===== src/rtl/sample_iterator_if.sv =====
// Triangle/box handoff from the bounding-box stage and candidate-sample stream to the sample test stage.
interface sample_iterator_if #(
    parameter int SIGFIG = 24,
    parameter int VERTS  = 3,
    parameter int AXIS   = 3,
    parameter int COLORS = 3
);
    logic [VERTS-1:0][AXIS-1:0][SIGFIG-1:0] tri_R13S;
    logic [COLORS-1:0][SIGFIG-1:0]          color_R13U;
    logic [1:0][1:0][SIGFIG-1:0]            box_R13S;
    logic                                   validTri_R13H;
    logic [3:0]                             subSample_RnnnnU;
    logic                                   halt_RnnnnH;
    logic [VERTS-1:0][AXIS-1:0][SIGFIG-1:0] tri_R14S;
    logic [COLORS-1:0][SIGFIG-1:0]          color_R14U;
    logic [1:0][SIGFIG-1:0]                 sample_R14S;
    logic                                   validSamp_R14H;

    modport master (
        output tri_R13S, color_R13U, box_R13S, validTri_R13H, subSample_RnnnnU,
        input  halt_RnnnnH, tri_R14S, color_R14U, sample_R14S, validSamp_R14H
    );

    modport slave (
        input  tri_R13S, color_R13U, box_R13S, validTri_R13H, subSample_RnnnnU,
        output halt_RnnnnH, tri_R14S, color_R14U, sample_R14S, validSamp_R14H
    );
endinterface


===== src/rtl/sample_iterator.sv =====
// Raster-walks the sample grid of a triangle's bounding box, one sample per cycle, 1 cycle after accept.
// halt holds upstream for the whole walk except the last-sample cycle, so triangles stream back to back.
module sample_iterator #(
    parameter int SIGFIG = 24,
    parameter int RADIX  = 10,
    parameter int VERTS  = 3,
    parameter int AXIS   = 3,
    parameter int COLORS = 3
) (
    input  logic              clk,
    input  logic              rst,
    sample_iterator_if.slave  bus
);
    typedef enum logic {WAIT = 1'b0, TEST = 1'b1} state_t;

    state_t                                 r_state, w_state_nxt;
    logic [VERTS-1:0][AXIS-1:0][SIGFIG-1:0] r_tri, w_tri_nxt;
    logic [COLORS-1:0][SIGFIG-1:0]          r_color, w_color_nxt;
    logic [SIGFIG-1:0]                      r_ll_x, w_ll_x_nxt;
    logic [SIGFIG-1:0]                      r_ur_x, w_ur_x_nxt;
    logic [SIGFIG-1:0]                      r_ur_y, w_ur_y_nxt;
    logic [SIGFIG-1:0]                      r_step, w_step_nxt;
    logic [SIGFIG-1:0]                      r_x, w_x_nxt;
    logic [SIGFIG-1:0]                      r_y, w_y_nxt;
    logic                                   r_degen, w_degen_nxt;

    logic [SIGFIG-1:0]   w_step_sel;
    logic signed [SIGFIG:0] w_nx, w_ny;
    logic                w_x_over, w_y_over, w_last, w_halt, w_accept;

    always_comb begin
        w_step_sel = SIGFIG'(1) << RADIX;
        case (bus.subSample_RnnnnU)
            4'b0100: w_step_sel = SIGFIG'(1) << (RADIX - 1);
            4'b0010: w_step_sel = SIGFIG'(1) << (RADIX - 2);
            4'b0001: w_step_sel = SIGFIG'(1) << (RADIX - 3);
            default: w_step_sel = SIGFIG'(1) << RADIX;
        endcase
    end

    // One extra bit so stepping past the box edge never wraps into a false "inside".
    assign w_nx     = $signed({r_x[SIGFIG-1], r_x}) + $signed({1'b0, r_step});
    assign w_ny     = $signed({r_y[SIGFIG-1], r_y}) + $signed({1'b0, r_step});
    assign w_x_over = w_nx > $signed({r_ur_x[SIGFIG-1], r_ur_x});
    assign w_y_over = w_ny > $signed({r_ur_y[SIGFIG-1], r_ur_y});
    assign w_last   = r_degen || (w_x_over && w_y_over);
    assign w_halt   = (r_state == TEST) && !w_last;
    assign w_accept = bus.validTri_R13H && !w_halt;

    always_comb begin
        w_state_nxt = r_state;
        w_tri_nxt   = r_tri;
        w_color_nxt = r_color;
        w_ll_x_nxt  = r_ll_x;
        w_ur_x_nxt  = r_ur_x;
        w_ur_y_nxt  = r_ur_y;
        w_step_nxt  = r_step;
        w_x_nxt     = r_x;
        w_y_nxt     = r_y;
        w_degen_nxt = r_degen;
        if (w_accept) begin
            w_state_nxt = TEST;
            w_tri_nxt   = bus.tri_R13S;
            w_color_nxt = bus.color_R13U;
            w_ll_x_nxt  = bus.box_R13S[0][0];
            w_ur_x_nxt  = bus.box_R13S[1][0];
            w_ur_y_nxt  = bus.box_R13S[1][1];
            w_step_nxt  = w_step_sel;
            w_x_nxt     = bus.box_R13S[0][0];
            w_y_nxt     = bus.box_R13S[0][1];
            w_degen_nxt = ($signed(bus.box_R13S[1][0]) < $signed(bus.box_R13S[0][0])) ||
                          ($signed(bus.box_R13S[1][1]) < $signed(bus.box_R13S[0][1]));
        end else if (r_state == TEST) begin
            if (w_last) begin
                w_state_nxt = WAIT;
            end else if (w_x_over) begin
                w_x_nxt = r_ll_x;
                w_y_nxt = w_ny[SIGFIG-1:0];
            end else begin
                w_x_nxt = w_nx[SIGFIG-1:0];
            end
        end
    end

    always_ff @(posedge clk or negedge rst) begin
        if (!rst) begin
            r_state <= WAIT;
            r_tri   <= '0;
            r_color <= '0;
            r_ll_x  <= '0;
            r_ur_x  <= '0;
            r_ur_y  <= '0;
            r_step  <= '0;
            r_x     <= '0;
            r_y     <= '0;
            r_degen <= 1'b0;
        end else begin
            r_state <= w_state_nxt;
            r_tri   <= w_tri_nxt;
            r_color <= w_color_nxt;
            r_ll_x  <= w_ll_x_nxt;
            r_ur_x  <= w_ur_x_nxt;
            r_ur_y  <= w_ur_y_nxt;
            r_step  <= w_step_nxt;
            r_x     <= w_x_nxt;
            r_y     <= w_y_nxt;
            r_degen <= w_degen_nxt;
        end
    end

    assign bus.halt_RnnnnH    = w_halt;
    assign bus.tri_R14S       = r_tri;
    assign bus.color_R14U     = r_color;
    assign bus.sample_R14S[0] = r_x;
    assign bus.sample_R14S[1] = r_y;
    assign bus.validSamp_R14H = (r_state == TEST);
endmodule

===== src/flat_wrapper.sv =====
// flat-port wrapper written by rule: the top's interface ports become plain ports
module sample_iterator_flat 
#(
    parameter int SIGFIG = 24,
    parameter int RADIX  = 10,
    parameter int VERTS  = 3,
    parameter int AXIS   = 3,
    parameter int COLORS = 3
)
  (clk, rst, bus_tri_R13S, bus_color_R13U, bus_box_R13S, bus_validTri_R13H, bus_subSample_RnnnnU, bus_halt_RnnnnH, bus_tri_R14S, bus_color_R14U, bus_sample_R14S, bus_validSamp_R14H);
  sample_iterator_if #(.SIGFIG(SIGFIG), .VERTS(VERTS), .AXIS(AXIS), .COLORS(COLORS)) bus_i ();
  input  logic clk;
  input  logic rst;
  input wire logic [$bits(bus_i.tri_R13S)-1:0] bus_tri_R13S;
  input wire logic [$bits(bus_i.color_R13U)-1:0] bus_color_R13U;
  input wire logic [$bits(bus_i.box_R13S)-1:0] bus_box_R13S;
  input wire logic [$bits(bus_i.validTri_R13H)-1:0] bus_validTri_R13H;
  input wire logic [$bits(bus_i.subSample_RnnnnU)-1:0] bus_subSample_RnnnnU;
  output wire logic [$bits(bus_i.halt_RnnnnH)-1:0] bus_halt_RnnnnH;
  output wire logic [$bits(bus_i.tri_R14S)-1:0] bus_tri_R14S;
  output wire logic [$bits(bus_i.color_R14U)-1:0] bus_color_R14U;
  output wire logic [$bits(bus_i.sample_R14S)-1:0] bus_sample_R14S;
  output wire logic [$bits(bus_i.validSamp_R14H)-1:0] bus_validSamp_R14H;
  assign bus_i.tri_R13S = bus_tri_R13S;
  assign bus_i.color_R13U = bus_color_R13U;
  assign bus_i.box_R13S = bus_box_R13S;
  assign bus_i.validTri_R13H = bus_validTri_R13H;
  assign bus_i.subSample_RnnnnU = bus_subSample_RnnnnU;
  assign bus_halt_RnnnnH = bus_i.halt_RnnnnH;
  assign bus_tri_R14S = bus_i.tri_R14S;
  assign bus_color_R14U = bus_i.color_R14U;
  assign bus_sample_R14S = bus_i.sample_R14S;
  assign bus_validSamp_R14H = bus_i.validSamp_R14H;
  sample_iterator #(.SIGFIG(SIGFIG), .RADIX(RADIX), .VERTS(VERTS), .AXIS(AXIS), .COLORS(COLORS)) u_core (.clk(clk), .rst(rst), .bus(bus_i));
endmodule

===== config.mk =====
export PLATFORM = sky130hd
export DESIGN_NAME = sample_iterator_flat
export DESIGN_NICKNAME = d
export VERILOG_FILES = /design/src/rtl/sample_iterator_if.sv /design/src/rtl/sample_iterator.sv /design/src/flat_wrapper.sv
export SDC_FILE = /design/constraint.sdc
export NUM_CORES = 1
export LEC_CHECK = 0
export CORE_AREA = 2 2 280 282
export CTS_CLUSTER_SIZE = 16
export DETAILED_ROUTE_END_ITERATION = 6
export DIE_AREA = 0 0 282 284
export DONT_BUFFER_PORTS = 1
export PLACE_DENSITY = 0.42
export SETUP_SLACK_MARGIN = 0.02
export SKIP_CTS_REPAIR_TIMING = 1
export SLEW_MARGIN = 40
export SYNTH_ARGS = -nofsm -noshare
export SYNTH_HDL_FRONTEND = slang
export SYNTH_SLANG_ARGS = --single-unit
export TNS_END_PERCENT = 50

===== constraint.sdc =====
create_clock -name clk -period 5.1 [get_ports clk]
set_input_delay 1.02 -clock clk [delete_from_list [all_inputs] [get_ports clk]]
set_output_delay 1.02 -clock clk [all_outputs]
set_load 0.01 [all_outputs]

==> summary.txt, run 1 <==
Run status
  • Status: finished, violations left
  • Failing checks: setup timing

Timing
  • Fin worst setup slack: -317 ps
  • Fin crit share: 106%
  • Rel. slew slack: 8.90%
  • Final clock skew: 29.8 ps
  • Max Freq: 185 MHz
  • Least-Margin Pin Slew: 1370 ps
  • RSZ-0062 raised after global routing: true
  • Finish-stage setup viols: 1
  • Pins Over Slew Limit: 0
  • Hold slack: 133 ps
  • Fin crit period: 5420 ps
  • Final Hold Viols: 0

Floorplan
  • Cell Rows: 102
  • Die extent in x: 282 um
  • Die Ht: 284 um
  • CORE AREA: 77000 um2
  • Die area: 80100 um2
  • Io pins: 729
  • Starting Density: 26.4%

Synthesis
  • Area leader, netlist: dfrtp_1
  • Yosys warning total: 0
  • Syn Area/Cell: 13.5 um2
  • Most area-consuming cells after synthesis: dfrtp_1 (51%), mux2_4 (22%), ha_1 (6.4%), o21ai_0 (2.2%), inv_1 (2.1%)
  • Synth top area share: 51.0%
  • Top-count cell post-synth: dfrtp_1
  • Number of synthesized flops with an enable pin: 0
  • Post-synth top cells: dfrtp_1 (414), mux2_4 (300), inv_1 (113)
  • Post-synthesis sequential area ratio: 51.0%
  • Synthesized cell area: 20300 um2
  • Synthesized net count: 2006
  • Asr flop ratio synth: 100%
  • Most used DFF post-synth: dfrtp_1
  • Mapped Cells: 1509
  • Count of cell types in the netlist: 58
  • Yosys reg bits: 414

Clocking
  • Skew-Pair Late Insertion Delay: 610 ps
  • Num CTS Buffers: 50
  • H-Tree Depth: 2
  • Max clock buf depth: 3
  • Sink Count: 414
  • Clock slew at reported path FFs: 60 ps
  • CTS tree: built
  • CTS Root Cell: clkbuf_16

Worst setup path
  • Data required, critical path: 4080 ps
  • Reg2reg start: u_core.r_step[7]$_DFFE_PN0P_
  • Worst setup SP type: flop
  • R2r setup slk: 270 ps
  • Critical Path Fanout Max: 4
  • CP Capture Type: primary output
  • Critical path type: flop to primary output
  • R2r worst-path depth: 17
  • CP arrival: 4400 ps
  • R2R Path End: u_core.bus.tri_R14S[140]$_DFFE_PN0P_

Place
  • HPWL after detailed placement: 50400 um
  • Pre-CTS setup slack: -120 ps
  • Port Buf Inserts: 0
  • Final GP Congestion: 0.812

Global routing
  • Largest net degree at the start of global routing: 415
  • Gr usage total: 15.5%
  • Vias in the first global route: 12800
  • Global-route wire length before repair: 91400 um
  • Antenna violations before repair: 1
  • Overflow left after global routing: 0

Detailed routing
  • # DRC: 0
  • Remaining antenna violation count: 0
  • Starting DRT DRC Count: 493
  • DR WL/cell: 24.6 um
  • Drt pass-1 iters: 4
  • Via density: 4.48
  • Via count: 12000
  • Routed WL: 65900 um

Final layout
  • Layout Utilization: 31.3%
  • Ratio of cells with drive above 1 in the final layout: 32.9%
  • Footprint of the multi-input gates: 9230 um2
  • Layout fillers: 7680
  • Area Overhead vs Synth: 18.7%
  • Final #Nets: 2096
  • Register area: 10400 um2

Power and ir drop
  • Total power: 19.7 mW
  • Leakage power: 11.4 nW
  • Max VDD drop: 0.000571 V
  • Power Dens Cells: 817 nW/um2

Worst hold path
  • Worst hold path type: input pin to async pin

Run
  • Max_cap viols: 0
[kinds of logic (layout without fill, tap and decap cells)]
family                   after synthesis  after routing  synth area share [%]
AO/OA/AOI/OAI                        224            224                  6.92
other                                  0              2                     0
multiplexers                         344            344                  24.5
buffers and inverters                178            308                  4.67
XOR/XNOR                              31             31                  1.34
flip-flops                           414            414                  51.0
AND/OR/NAND/NOR                      212            212                  5.05
adder cells (fa/ha/maj)              106            106                  6.60
[layout make-up]
class	count	share of cell area (%)
Antenna cell	2	0.0207
Clock buffer	72	6.07
Clock inverter	20	1.20
Inverter	113	1.76
Multi-Input combinational cell	917	38.3
Sequential cell	414	43.0
Tap cell	1040	5.39
Timing Repair Buffer	103	4.33
[where the power goes]
group          internal (mW)  leakage, nW  switching, mW
clock                   2.26        0.849           1.51
sequential              5.00         4.86           2.33
combinational           4.83         5.72           3.78
[worst max path at each step]
stage / from / endpoint / slack (ps) / cells past startpoint
floorplan: u_core.r_x[7]$_DFFE_PN0P_ / bus_halt_RnnnnH / 40 / 16
detailed placement: u_core.r_x[7]$_DFFE_PN0P_ / u_core.bus.color_R14U[7]$_DFFE_PN0P_ / -120 / 16
finish: u_core.r_step[7]$_DFFE_PN0P_ / bus_halt_RnnnnH / -320 / 15
CTS: u_core.r_step[8]$_DFFE_PN0P_ / bus_halt_RnnnnH / -820 / 19
global placement: u_core.r_step[8]$_DFFE_PN0P_ / bus_halt_RnnnnH / -70 / 19
global route: u_core.r_step[7]$_DFFE_PN0P_ / bus_halt_RnnnnH / -480 / 20
[metal layers]
| layer | routed length [um] | track usage [%] | vias to the layer above |
|---|---|---|---|
| met5 | 13 | 0 | - |
| met4 | 2060 | 5.11 | 2 |
| met3 | 7720 | 7.63 | 84 |
| met2 | 33600 | 27.9 | 488 |
| met1 | 22500 | 15.4 | 5933 |
| li1 | - | - | 5493 |
[per-stage QoR]
step | TNS [ps] | std cells | cell area (um2)
floorplan | 0 | 1509 | 20400
finish | -317 | 2681 | 24100
global route | -479 | 2679 | 24100
global placement | -1080 | 2567 | 22000
detailed placement | -9380 | 2567 | 22000
CTS | -15010 | 2659 | 23700
[worst max-delay path, stage by stage, from the launching register on]
cell	delay, ps
dfrtp_1	390
ha_2	210
fa_2	390
a21o_1	200
a21oi_4	250
buf_6	150
xnor2_4	70
ha_4	270
nand4_1	100
or4_4	550
or4_4	560
a31oi_4	180
and2_4	190
o21ai_4	80
inv_2	90
buf_6	100
[cell usage in the layout, fill, tap and decap left out, types with 8 or more instances in the layout]
master     count
a211oi_1      18
a21o_1        26
a21oi_1       37
and2_1         8
and3_1        12
buf_12        15
buf_4         78
clkbuf_1       9
clkbuf_16     53
clkbuf_8      13
dfrtp_1      413
ha_1         101
inv_1        112
mux2_2        18
mux2_4       300
mux2i_1       22
nand2_1       89
nand3_1       16
nand4_1       25
nor2_1        24
o21ai_0       87
xnor2_1       14
xor2_1        12
[sequential cells by signal (all words and copies together), names as in the netlist, 4 cells and up]
register and cells:
u_core.r_x 24, u_core.r_ll_x 24, u_core.r_ur_x 24, u_core.bus.color_R14U 72, u_core.r_ur_y 24, u_core.r_step 4, u_core.r_y 24, u_core.bus.tri_R14S 216
(Power assumes the default switching activity.)
==> inputs of run 2 (changes only) <==
Settings changed: PLACE_DENSITY 0.42 to default.
==> run 2 against run 1 <==
Effect of this change: the flow still finishes with violations (setup timing); register-to-register slack gained 40 ps; final cell count decreased by 1.8%; sequential power about the same; wire length shrank 3.4%; final area fell by 2.8%; critical path depth shrank 1; first-iteration DRC count grew 36%; clock power is 12% lower; sequential share of layout area is 1.2 points higher.
==> summary.txt, run 2 (synthesis results as in run 1) <==
Detailed routing
  • Remaining antenna violation count: 0 (unchanged)
  • Via count: 12100 (was 12000)
  • # DRC: 0 (unchanged)
  • Routed WL: 63600 um (was 65900 um)
  • Via density: 4.59 (was 4.48)
  • Drt pass-1 iters: 5 (was 4)
  • Starting DRT DRC Count: 671 (was 493)
  • DR WL/cell: 24.2 um (was 24.6 um)

Clocking
  • CTS Root Cell: clkbuf_16 (unchanged)
  • Sink Count: 414 (unchanged)
  • CTS tree: built (unchanged)
  • Skew-Pair Late Insertion Delay: 590 ps (was 610 ps)
  • H-Tree Depth: 2 (unchanged)
  • Max clock buf depth: 3 (unchanged)
  • Clock slew at reported path FFs: 60 ps (about the same)
  • Num CTS Buffers: 47 (was 50)

Power and ir drop
  • Internal power: 11.4 mW (was 12.1 mW)
  • Combinational fraction of design power: 43.6% (was 43.7%)
  • Leakage power: 11.1 nW (was 11.4 nW)
  • Clock power frac: 17.6% (was 19.1%)
  • Max VDD drop: 0.000308 V (was 0.000571 V)
  • Sequential fraction of design power: 38.9% (was 37.2%)
  • Power Dens Cells: 805 nW/um2 (was 817 nW/um2)
  • Switching part of the total: 39.5% (was 38.7%)
  • Psw: 7.46 mW (was 7.62 mW)

Final layout
  • Most frequent cells in the layout: dfrtp_1 (414), mux2_4 (300), inv_1 (112) (was dfrtp_1 (413), mux2_4 (300), inv_1 (112))
  • Ratio of cells with drive above 1 in the final layout: 30.5% (was 32.9%)
  • Commonest non-fill, non-tap cell in the layout: dfrtp_1 (unchanged)
  • Largest register FFs: 216 (unchanged)
  • Layout fillers: 7693 (was 7680)
  • Fin cells: 2634 (was 2681)
  • Final #Nets: 2053 (was 2096)
  • Area Overhead vs Synth: 15.4% (was 18.7%)

Timing
  • Max Freq: 191 MHz (was 185 MHz)
  • Fin crit period: 5240 ps (was 5420 ps)
  • Final Hold Viols: 0 (unchanged)
  • Final clock skew: 23.8 ps (was 29.8 ps)
  • Finish-stage setup viols: 1 (unchanged)
  • Fin crit share: 103% (was 106%)
  • Least-Margin Pin Slew: 807 ps (was 1370 ps)
  • Pins Over Slew Limit: 0 (unchanged)
  • Setup tns final: -138 ps (was -317 ps)
  • Fin worst setup slack: -138 ps (was -317 ps)
  • Hold slack: 148 ps (was 133 ps)
  • RSZ-0062 raised after global routing: true (unchanged)
  • Rel. slew slack: 46.2% (was 8.90%)

Place
  • Inst Count DP: 2533 (was 2567)
  • Port Buf Inserts: 0 (unchanged)
  • HPWL after detailed placement: 49300 um (was 50400 um)
  • Final GP Congestion: 0.851 (was 0.812)

Global routing
  • Gr usage total: 15.2% (was 15.5%)
  • Antenna violations before repair: 10 (was 1)
  • Largest net degree at the start of global routing: 415 (unchanged)
  • Met1 Use GR: 16.9% (was 15.4%)
  • Overflow left after global routing: 0 (unchanged)
  • GR Layer Usage met3: 6.92% (was 7.63%)
  • M2 GR Usage: 25.7% (was 27.9%)
  • Global-route wire length before repair: 90000 um (was 91400 um)
  • GRT busiest layer: met2 (unchanged)
  • Vias in the first global route: 12800 (about the same)

Floorplan
  • Die extent in x: 282 um (unchanged)
  • Die Ht: 284 um (unchanged)
  • CORE AREA: 77000 um2 (unchanged)
  • Cell Rows: 102 (unchanged)
  • Starting Density: 26.4% (unchanged)
  • Die area: 80100 um2 (unchanged)
  • Io pins: 729 (unchanged)

Worst setup path
  • Critical Path Fanout Max: 4 (unchanged)
  • R2r setup slk: 310 ps (was 270 ps)
  • Critical path type: flop to primary output (unchanged)
  • CP Capture Type: primary output (unchanged)
  • R2r worst-path depth: 17 (unchanged)
  • Data required, critical path: 4080 ps (about the same)
  • CP arrival: 4220 ps (was 4400 ps)
  • Worst setup SP type: flop (unchanged)
  • R2R Path End: u_core.bus.tri_R14S[196]$_DFFE_PN0P_ (was u_core.bus.tri_R14S[140]$_DFFE_PN0P_)
  • Reg2reg start: u_core.r_x[8]$_DFFE_PN0P_ (was u_core.r_step[7]$_DFFE_PN0P_)

Worst hold path
  • Worst hold path type: input pin to async pin (unchanged)

Run
  • Max_cap viols: 0 (unchanged)

Run status
  • Failing checks: setup timing (unchanged)
  • Status: finished, violations left (unchanged)
run 2: changes by cell type in the layout (fill, tap and decap cells not counted), sizes merged:
cell / change
buf: -37
bufinv: -4
clkinv: -1
clkbuf: -11
inv: +3
diode: +4
clkinvlp: -1
run 2: power groups by stage:
stage / sequential [mW] / clock [mW] / combinational [mW]
floorplan: 6.57 / 0 / 6.46
global placement: 7.40 / 0 / 7.69
detailed placement: 7.43 / 0 / 7.89
CTS: 7.40 / 3.42 / 7.95
global route: 7.52 / 3.57 / 8.94
finish: 7.34 / 3.32 / 8.22
run 2: routing by layer:
metal  wire (um)  up-vias
li1            -     5399
met1       23500     6068
met2       30900      486
met3        7220      111
met4        1810       18
met5         138        -
run 2: cell type report:
type / instances / area (um2) / share of cell area [%]
multi-input cells: 917 / 9210 / 39.2
clock buffers: 64 / 1320 / 5.63
repair buffers: 63 / 664 / 2.83
well taps: 1040 / 1300 / 5.55
diodes: 6 / 15.0 / 0.0640
clock inverters: 17 / 163 / 0.694
flip-flops and latches: 414 / 10400 / 44.2
inverters: 113 / 424 / 1.81
run 2: worst max-delay path by stage:
| stage | start | to | slack, ps | cells past startpoint |
|---|---|---|---|---|
| floorplan | u_core.r_x[7]$_DFFE_PN0P_ | bus_halt_RnnnnH | 40 | 16 |
| global placement | u_core.r_x[8]$_DFFE_PN0P_ | u_core.bus.color_R14U[6]$_DFFE_PN0P_ | 180 | 18 |
| detailed placement | u_core.r_x[8]$_DFFE_PN0P_ | u_core.bus.tri_R14S[214]$_DFFE_PN0P_ | 30 | 18 |
| CTS | u_core.r_x[8]$_DFFE_PN0P_ | bus_halt_RnnnnH | -560 | 15 |
| global route | u_core.r_x[8]$_DFFE_PN0P_ | bus_halt_RnnnnH | -320 | 14 |
| finish | u_core.r_x[8]$_DFFE_PN0P_ | bus_halt_RnnnnH | -140 | 14 |
run 2: through the flow:
stage               area [um2]  worst slack, ps  utilization, %  power, mW
detailed placement       21700             34.5            28.2       15.3
global route             23400             -324            30.5       20.0
global placement         21700              182            28.2       15.1
CTS                      23200             -556            30.1       18.8
finish                   23500             -138            30.5       18.9
floorplan                20400             39.6               -       13.0
run 2: critical path: stages, from the launching register on:
cell      delay [ps]
dfrtp_1          400
ha_1             290
a21o_1           180
a21o_1           220
a21oi_4          200
nand2b_4         160
xnor2_1           90
ha_1             340
nand4_1          120
or4_4            560
or4_4            560
a31oi_4          170
and2_4           180
o21ai_4           80
inv_2             90
